`src/rtl/riscv_muldiv_pkg.sv`:
```
// Shared types and constants for the RV32M/RV64M multiply/divide unit.
package riscv_muldiv_pkg;

  typedef enum logic [2:0] {
    MUL    = 3'b000,
    MULH   = 3'b001,
    MULHSU = 3'b010,
    MULHU  = 3'b011,
    DIV    = 3'b100,
    DIVU   = 3'b101,
    REM    = 3'b110,
    REMU   = 3'b111
  } funct3MType_e;

  localparam logic [6:0] FUNCT7_MULDIV = 7'b0000001;

  typedef enum logic [1:0] {
    IDLE,
    CALC,
    FIX,
    DONE
  } mdState_e;

  function automatic logic rs1_signed(funct3MType_e op);
    return op inside {MULH, MULHSU, DIV, REM};
  endfunction

  function automatic logic rs2_signed(funct3MType_e op);
    return op inside {MULH, DIV, REM};
  endfunction

endpackage

```
`src/rtl/riscv_muldiv_step.sv`:
```
// UNROLL chained iterations on {acc, opr}: shift-add multiply or restoring divide.
module riscv_muldiv_step #(
  parameter int unsigned XLEN   = 32,
  parameter int unsigned UNROLL = 1
) (
  input  logic            div,
  input  logic [XLEN-1:0] acc,
  input  logic [XLEN-1:0] opr,
  input  logic [XLEN-1:0] operand,
  output logic [XLEN-1:0] next_acc,
  output logic [XLEN-1:0] next_opr
);

  logic [XLEN-1:0] a;
  logic [XLEN-1:0] o;
  logic [XLEN:0]   t;

  always_comb begin
    a = acc;
    o = opr;
    t = '0;
    for (int unsigned i = 0; i < UNROLL; i++) begin
      if (div) begin
        // Remainder shifts in the next dividend bit; quotient bits fill opr from the bottom.
        t = {a, o[XLEN-1]};
        o = {o[XLEN-2:0], 1'b0};
        if (t >= {1'b0, operand}) begin
          t    = t - {1'b0, operand};
          o[0] = 1'b1;
        end
        a = t[XLEN-1:0];
      end else begin
        // Product {acc, opr} shifts right; multiplier bits leave opr from the bottom.
        t = {1'b0, a} + (o[0] ? {1'b0, operand} : '0);
        o = {t[0], o[XLEN-1:1]};
        a = t[XLEN:1];
      end
    end
    next_acc = a;
    next_opr = o;
  end

endmodule

```
`src/rtl/riscv_muldiv.sv`:
```
// Iterative RV32M/RV64M multiply/divide unit with valid/ready handshake, flush and backpressure.
module riscv_muldiv
  import riscv_muldiv_pkg::*;
#(
  parameter int unsigned XLEN   = 32,
  parameter int unsigned UNROLL = 1
) (
  input  logic            clk,
  input  logic            rst,
  input  logic            flush_i,
  input  logic            in_valid_i,
  output logic            in_ready_o,
  input  logic [2:0]      op_i,
  input  logic [XLEN-1:0] rs1_i,
  input  logic [XLEN-1:0] rs2_i,
  input  logic [4:0]      rd_i,
  output logic            out_valid_o,
  input  logic            out_ready_i,
  output logic [XLEN-1:0] result_o,
  output logic [4:0]      rd_o,
  output logic            busy_o
);

  localparam int unsigned K  = XLEN / UNROLL;
  localparam int unsigned CW = $clog2(K + 1);
  localparam logic [XLEN-1:0] MIN_NEG = {1'b1, {(XLEN-1){1'b0}}};

  mdState_e        state;
  funct3MType_e    op_q;
  logic [CW-1:0]   cnt;
  logic [XLEN-1:0] acc, opr, operand, result_q;
  logic [4:0]      rd_q;
  logic            neg_q;
  logic [XLEN-1:0] next_acc, next_opr;

  funct3MType_e    op_in;
  logic            is_div, sign1, sign2, neg_in, div_zero, div_ovf, special, accept;
  logic [XLEN-1:0] mag1, mag2, special_res, fix_res;
  logic [2*XLEN-1:0] prod_s;

  assign op_in    = funct3MType_e'(op_i);
  assign is_div   = op_i[2];
  assign sign1    = rs1_signed(op_in) & rs1_i[XLEN-1];
  assign sign2    = rs2_signed(op_in) & rs2_i[XLEN-1];
  assign mag1     = sign1 ? (~rs1_i + 1'b1) : rs1_i;
  assign mag2     = sign2 ? (~rs2_i + 1'b1) : rs2_i;
  assign neg_in   = (is_div & op_i[1]) ? sign1 : (sign1 ^ sign2);
  assign div_zero = (rs2_i == '0);
  assign div_ovf  = !op_i[0] && (rs1_i == MIN_NEG) && (rs2_i == '1);
  assign special  = is_div & (div_zero | div_ovf);

  always_comb begin
    special_res = '0;
    if (div_zero) special_res = op_i[1] ? rs1_i : '1;
    else          special_res = op_i[1] ? '0 : rs1_i;
  end

  assign in_ready_o  = ((state == IDLE) | ((state == DONE) & out_ready_i)) & !flush_i;
  assign accept      = in_valid_i & in_ready_o;
  assign out_valid_o = (state == DONE);
  assign busy_o      = (state != IDLE);
  assign result_o    = result_q;
  assign rd_o        = rd_q;

  riscv_muldiv_step #(
    .XLEN   (XLEN),
    .UNROLL (UNROLL)
  ) u_step (
    .div      (op_q[2]),
    .acc      (acc),
    .opr      (opr),
    .operand  (operand),
    .next_acc (next_acc),
    .next_opr (next_opr)
  );

  // One sign flag covers every op: it was chosen per-op at accept time.
  assign prod_s = neg_q ? (~{acc, opr} + 1'b1) : {acc, opr};

  always_comb begin
    fix_res = '0;
    case (op_q)
      MUL:                 fix_res = prod_s[XLEN-1:0];
      MULH, MULHSU, MULHU: fix_res = prod_s[2*XLEN-1:XLEN];
      DIV, DIVU:           fix_res = neg_q ? (~opr + 1'b1) : opr;
      default:             fix_res = neg_q ? (~acc + 1'b1) : acc;
    endcase
  end

  always_ff @(posedge clk) begin
    if (rst) begin
      state    <= IDLE;
      op_q     <= MUL;
      cnt      <= '0;
      acc      <= '0;
      opr      <= '0;
      operand  <= '0;
      result_q <= '0;
      rd_q     <= '0;
      neg_q    <= 1'b0;
    end else if (flush_i) begin
      state <= IDLE;
    end else begin
      case (state)
        IDLE, DONE: begin
          if (accept) begin
            op_q  <= op_in;
            rd_q  <= rd_i;
            neg_q <= neg_in;
            if (special) begin
              result_q <= special_res;
              state    <= DONE;
            end else begin
              acc     <= '0;
              opr     <= is_div ? mag1 : mag2;
              operand <= is_div ? mag2 : mag1;
              cnt     <= CW'(K);
              state   <= CALC;
            end
          end else if (state == DONE && out_ready_i) begin
            state <= IDLE;
          end
        end
        CALC: begin
          acc <= next_acc;
          opr <= next_opr;
          cnt <= cnt - 1'b1;
          if (cnt == CW'(1)) state <= FIX;
        end
        FIX: begin
          result_q <= fix_res;
          state    <= DONE;
        end
      endcase
    end
  end

endmodule
```
`config.mk`:
```
export PLATFORM = sky130hd
export DESIGN_NAME = riscv_muldiv
export DESIGN_NICKNAME = d
export VERILOG_FILES = /design/src/rtl/riscv_muldiv_pkg.sv /design/src/rtl/riscv_muldiv_step.sv /design/src/rtl/riscv_muldiv.sv
export SDC_FILE = /design/constraint.sdc
export NUM_CORES = 1
export LEC_CHECK = 0
export CAP_MARGIN = 20
export CORE_MARGIN = 2
export CORE_UTILIZATION = 47
export DETAILED_ROUTE_END_ITERATION = 6
export PLACE_DENSITY = 0.7
export SLEW_MARGIN = 20
export SYNTH_ARGS = -nofsm -noshare
export SYNTH_HDL_FRONTEND = slang
export SYNTH_SLANG_ARGS = --single-unit
```
`constraint.sdc`:
```
create_clock -name clk -period 3.77 [get_ports clk]
set_input_delay 0.754 -clock clk [delete_from_list [all_inputs] [get_ports clk]]
set_output_delay 0.754 -clock clk [all_outputs]
set_load 0.05 [all_outputs]
```
==> results.json, run 1 <==
{
  "drt_wl_total_um": 67000,
  "syn-num-nets": 2347,
  "power_mw": 5.33,
  "drt_iter0_markers": 2476,
  "swShare": 0.390,
  "avgRoutedWirePerCell_um": 23.7,
  "skew_ns": 0.0169,
  "cp.arrival_ns": 4.01,
  "slew_viol_final": 0,
  "numClockSinks": 145,
  "root_buffer": "clkbuf_16",
  "h-tree-depth": 4,
  "r2r_end": "acc[26]",
  "hold_path_startpoint": "operand[12]",
  "cts-buffers-inserted": 17,
  "drcViolationCount": 3,
  "dp_hpwl_um": 53200,
  "setup_slack_ns": 0.0803,
  "worstPathMaxFanout": 5,
  "clk_path_buf_depth": 2,
  "p_clk_frac": 0.333,
  "port_buffers": 116,
  "worst_slew_pin_slew_ns": 1.11,
  "avgSynthCellArea_um2": 7.16,
  "status": "complete, but fails checks",
  "gp_congestion": 1.04,
  "firstDrtPassIters": 7,
  "rsz0062_at_grt": "no",
  "grt-ovfl-total": 0,
  "power.density_nw_per_um2": 280,
  "finalWorstPathRequiredPeriod_ns": 3.69,
  "final_cell_mix": "nand2_1 (218), buf_4 (212), nor2_1 (206), a21oi_1 (185), o21ai_0 (146)",
  "grt_pass1_vias": 17248,
  "grt_pass1_wl_um": 101000,
  "power_switching_mw": 2.08,
  "crit_type": "reg -> reg",
  "area_growth_pct": 21.1,
  "maxCapViolations": 0,
  "synth_cells": 2193,
  "synth_area_um2": 15700,
  "nNetsFinal": 2532,
  "drive_gt1_frac": 0.134,
  "max_freq_mhz": 271,
  "setup.worst_path.start": "opr[31]",
  "yosysSeqAreaShare": 0.185,
  "violations": "DRC",
  "p_int_mw": 3.25,
  "cts_tree": "yes",
  "fin_crit_sh": 0.979,
  "vias": 18627,
  "grt_max_degree": 79,
  "antenna_cells": 0,
  "irDropWorstVdd_mv": 0.335,
  "reg2reg_from": "opr[31]",
  "multi_input_area_um2": 11900,
  "ff2ff_path_depth": 12,
  "clk_latency_ns": 0.45,
  "synth_top_family_by_area": "compound AO/OA/AOI/OAI gates",
  "clkTransAtPathRegs_ns": 0.07,
  "synth_ff_type": "dfxtp_1",
  "vias_per_cell": 6.58,
  "r2r_slack_ns": 0.08,
  "die_x_um": 187,
  "ys_ff_latch": 145,
  "synth_xor_area_frac": 0.0798,
  "synth_edf_count": 0,
  "crit_path_end": "acc[26]",
  "start_util": 0.480,
  "cp-end-kind": "flop",
  "regArea_um2": 2910,
  "ant_nets": 0,
  "synth-simple-area-share": 0.231,
  "fp.dieArea_um2": 34900,
  "pre_cts_slack_ns": -0.151,
  "maxSlewHeadroom": 0.257,
  "hold_viol_final": 0,
  "design.core.area_um2": 32700,
  "synth_compound_area_frac": 0.313,
  "pwr-share-seq": 0.315,
  "die_y_um": 187,
  "grt_use_total": 0.372,
  "synthAdderAreaFrac": 0.0795,
  "crit_required_ns": 4.09,
  "p_comb_frac": 0.352,
  "p_leak_nw": 7.43,
  "startpoint_type": "flop",
  "num_io_pins": 117,
  "synth.distinct_cells": 88,
  "rows": 66,
  "async_reset_ff_frac": 0,
  "hold_class": "reg -> reg",
  "synthMuxAreaShare": 0.0501,
  "antenna_found_initial": 2,
  "yosys_warnings": 0,
  "post-cts-setup-buffers": 0,
  "fillers": 3131,
  "setup_viol": 0,
  "final_common_cell": "nand2_1"
}
==> worst max-delay path, stage by stage, from the launching register on <==
cell,delay [ns]
dfxtp_1,0.38
inv_1,0.23
ha_1,0.22
inv_1,0.08
fa_1,0.44
a211oi_1,0.24
o21bai_1,0.18
and3b_1,0.23
o2111ai_1,0.54
a211oi_1,0.20
o21a_1,0.22
o311a_1,0.28
o31ai_1,0.33
==> routing by layer <==
layer | vias to the layer above | GRT usage | routed length [um]
li1 | 8547 | - | -
met1 | 8691 | 0.484 | 26800
met2 | 1140 | 0.578 | 29100
met3 | 247 | 0.0598 | 6600
met4 | 2 | 0.224 | 4560
met5 | - | 0 | 13
==> final cells by class <==
type	count	share of cell area
multi-input cells	1806	0.623
flip-flops and latches	145	0.153
repair buffers	332	0.148
well taps	442	0.0291
clock buffers	17	0.0224
inverters	76	0.0152
clock inverters	15	0.00875
==> registers in the layout, indices dropped and copies added (netlist names) <==
signal / cells
acc: 32
cnt: 6
neg_q: 1
op_q: 3
operand: 32
opr: 32
rd_o: 5
result_o: 32
state: 2
==> cells by family after synthesis <==
| kind of cell | after synthesis |
|---|---|
| adder cells (fa/ha/maj) | 104 |
| buffers and inverters | 242 |
| AND/OR/NAND/NOR | 748 |
| multiplexers | 76 |
| XOR/XNOR | 143 |
| flip-flops | 145 |
| AO/OA/AOI/OAI | 735 |
==> through the flow <==
step	instance area, um2	std cells	hold WS (ns)	setup TNS, ns	utilization
5_1_grt	19000	2833	0.480	0	0.582
3_3_place_gp	18400	2801	0.441	-0.588	0.563
6_report	19000	2833	0.458	0	0.582
3_5_place_dp	18400	2801	0.446	-5.39	0.563
2_1_floorplan	15700	2193	0.432	0	-
4_1_cts	19000	2833	0.456	0	0.581
==> synthesized netlist by cell type, types with 27 or more instances <==
cell type | count | area (um2)
maj3_1 | 27 | 270
o31ai_1 | 46 | 345
xor2_1 | 80 | 701
xnor2_1 | 63 | 552
a21oi_1 | 186 | 931
dfxtp_1 | 145 | 2900
mux2i_1 | 55 | 551
o21ai_0 | 146 | 731
nor3_1 | 66 | 330
nand3_1 | 54 | 270
nand4_1 | 28 | 175
a21o_1 | 27 | 203
o211ai_1 | 60 | 450
or3_1 | 29 | 181
nor2_1 | 207 | 777
clkbuf_1 | 120 | 450
inv_1 | 71 | 267
buf_2 | 30 | 150
ha_1 | 75 | 938
a211oi_1 | 32 | 240
nand2_1 | 218 | 818
==> power groups by stage <==
stage	Sequential, mW	Combinational (mW)	Clock, mW
after floorplan	1.68	1.09	0
after global placement	1.70	1.79	0
after detailed placement	1.70	1.80	0
after CTS	1.67	1.81	1.76
after global routing	1.68	1.99	1.82
final	1.68	1.88	1.77
==> timing repair <==
action	in CTS	in global routing
setup endpoints to repair	0	5
resized for setup	0	4
hold buffers	0	0
==> worst min path at each step <==
stage / to / cells after the start / slack, ns
global route: operand[16] / 2 / 0.48
global placement: operand[22] / 2 / 0.44
detailed placement: operand[12] / 2 / 0.45
floorplan: operand[25] / 2 / 0.43
CTS: operand[12] / 2 / 0.46
finish: operand[12] / 2 / 0.46
Power figures use the tool's default switching activity.
==> run 2: changes to the inputs <==
--- a/config.mk
+++ b/config.mk
@@ -9,6 +9,7 @@
 export CORE_MARGIN = 2
 export CORE_UTILIZATION = 47
 export DETAILED_ROUTE_END_ITERATION = 6
+export GPL_ROUTABILITY_DRIVEN = 0
 export PLACE_DENSITY = 0.7
 export SLEW_MARGIN = 20
 export SYNTH_ARGS = -nofsm -noshare
==> results.json, run 2 (synthesis results as in run 1) <==
{
  "avgRoutedWirePerCell_um": 22.9,
  "grt_max_degree": 77,
  "fp.dieArea_um2": 34900,
  "final_common_cell": "nand2_1",
  "cp-end-kind": "flop",
  "grt_pass1_vias": 17215,
  "crit_required_ns": 4.15,
  "power.density_nw_per_um2": 281,
  "maxCapViolations": 0,
  "final_cell_mix": "nand2_1 (218), nor2_1 (206), buf_4 (203), a21oi_1 (186), o21ai_0 (146)",
  "multi_input_area_um2": 11800,
  "stdcell_area_um2": 19000,
  "rsz0062_at_grt": "no",
  "antenna_found_initial": 0,
  "start_util": 0.480,
  "post-cts-setup-buffers": 0,
  "pre_cts_slack_ns": -0.200,
  "cts-buffers-inserted": 17,
  "skew_ns": 0.0149,
  "dp_hpwl_um": 50300,
  "antenna_cells": 0,
  "finalWorstPathRequiredPeriod_ns": 3.65,
  "cp.arrival_ns": 4.03,
  "fin_crit_sh": 0.969,
  "worstPathMaxFanout": 4,
  "port_buffers": 116,
  "drt_iter0_markers": 2605,
  "cts_resized": 0,
  "firstDrtPassIters": 7,
  "die_y_um": 187,
  "grt_use_total": 0.356,
  "regArea_um2": 2910,
  "numClockSinks": 145,
  "hold_class": "reg -> reg",
  "status": "complete, but fails checks",
  "grt-ovfl-total": 0,
  "cts_tree": "yes",
  "clk_path_buf_depth": 2,
  "setup_slack_ns": 0.118,
  "rows": 66,
  "fillers": 3085,
  "vias_per_cell": 6.62,
  "worst_slew_pin_slew_ns": 1.12,
  "dp_cells": 2793,
  "hold_viol_final": 0,
  "dpl-instance-area_um2": 18400,
  "maxSlewHeadroom": 0.251,
  "drive_gt1_frac": 0.131,
  "final_cells": 2825,
  "drt_wl_total_um": 64600,
  "drcViolationCount": 30,
  "h-tree-depth": 4,
  "root_buffer": "clkbuf_16",
  "crit_type": "reg -> reg",
  "grt_pass1_wl_um": 98400,
  "startpoint_type": "flop",
  "area_growth_pct": 20.8,
  "ant_nets": 0,
  "p_leak_nw": 7.39,
  "violations": "DRC",
  "nNetsFinal": 2524,
  "num_io_pins": 117,
  "die_x_um": 187,
  "max_freq_mhz": 274,
  "clk_latency_ns": 0.46,
  "irDropWorstVdd_mv": 0.338,
  "design.core.area_um2": 32700,
  "clkTransAtPathRegs_ns": 0.08,
  "slew_viol_final": 0,
  "setup_viol": 0,
  "vias": 18700,
  "ctsHoldBuffers": 0
}
-- run 2: cell type report --
class / count / share of cell area
Clock buffer: 17 / 0.0224
Timing Repair Buffer: 324 / 0.146
Tap cell: 442 / 0.0292
Inverter: 76 / 0.0152
Multi-Input combinational cell: 1806 / 0.625
Sequential cell: 145 / 0.153
Clock inverter: 15 / 0.00910
-- run 2: report_power, final --
| part | switching [mW] | leakage, nW | internal [mW] |
|---|---|---|---|
| clock | 0.812 | 0.289 | 0.997 |
| sequential | 0.0857 | 1.18 | 1.60 |
| combinational | 1.14 | 5.92 | 0.699 |
| total | 2.04 | 7.39 | 3.29 |
-- run 2: final timing paths --
check | cells after the start | startpoint | slack [ns] | end
hold / removal | 2 | result_o[14] | 0.46 | result_o[14]
setup / recovery | 9 | acc[0] | 0.12 | result_o[31]
setup reg to reg | 9 | acc[0] | 0.12 | result_o[31]
hold reg to reg | 2 | result_o[14] | 0.46 | result_o[14]
-- run 2: critical path: stages, from the launching register on --
cell and delay (ns):
dfxtp_1 0.37, buf_4 0.18, or4_1 0.66, or4_1 0.51
o31ai_1 0.46, o21ai_0 0.23, a221o_1 0.41, o221ai_1 0.34
o211ai_1 0.24, a21oi_1 0.16
-- run 2: metrics by stage --
stage	total power [mW]	util	setup TNS [ns]	hold WS (ns)
final	5.33	0.580	0	0.455
after global routing	5.50	0.580	0	0.467
after CTS	5.24	0.580	0	0.458
after detailed placement	3.46	0.562	-6.11	0.448
after global placement	3.43	0.562	-2.46	0.437
after floorplan	2.78	-	0	0.432
-- run 2: metal layers --
layer / GRT usage / up-vias / share of wire
met5: 0 / - / 0
met4: 0.232 / 0 / 0.075
met3: 0.0837 / 269 / 0.12
met2: 0.538 / 1202 / 0.42
met1: 0.452 / 8719 / 0.39
li1: - / 8510 / -
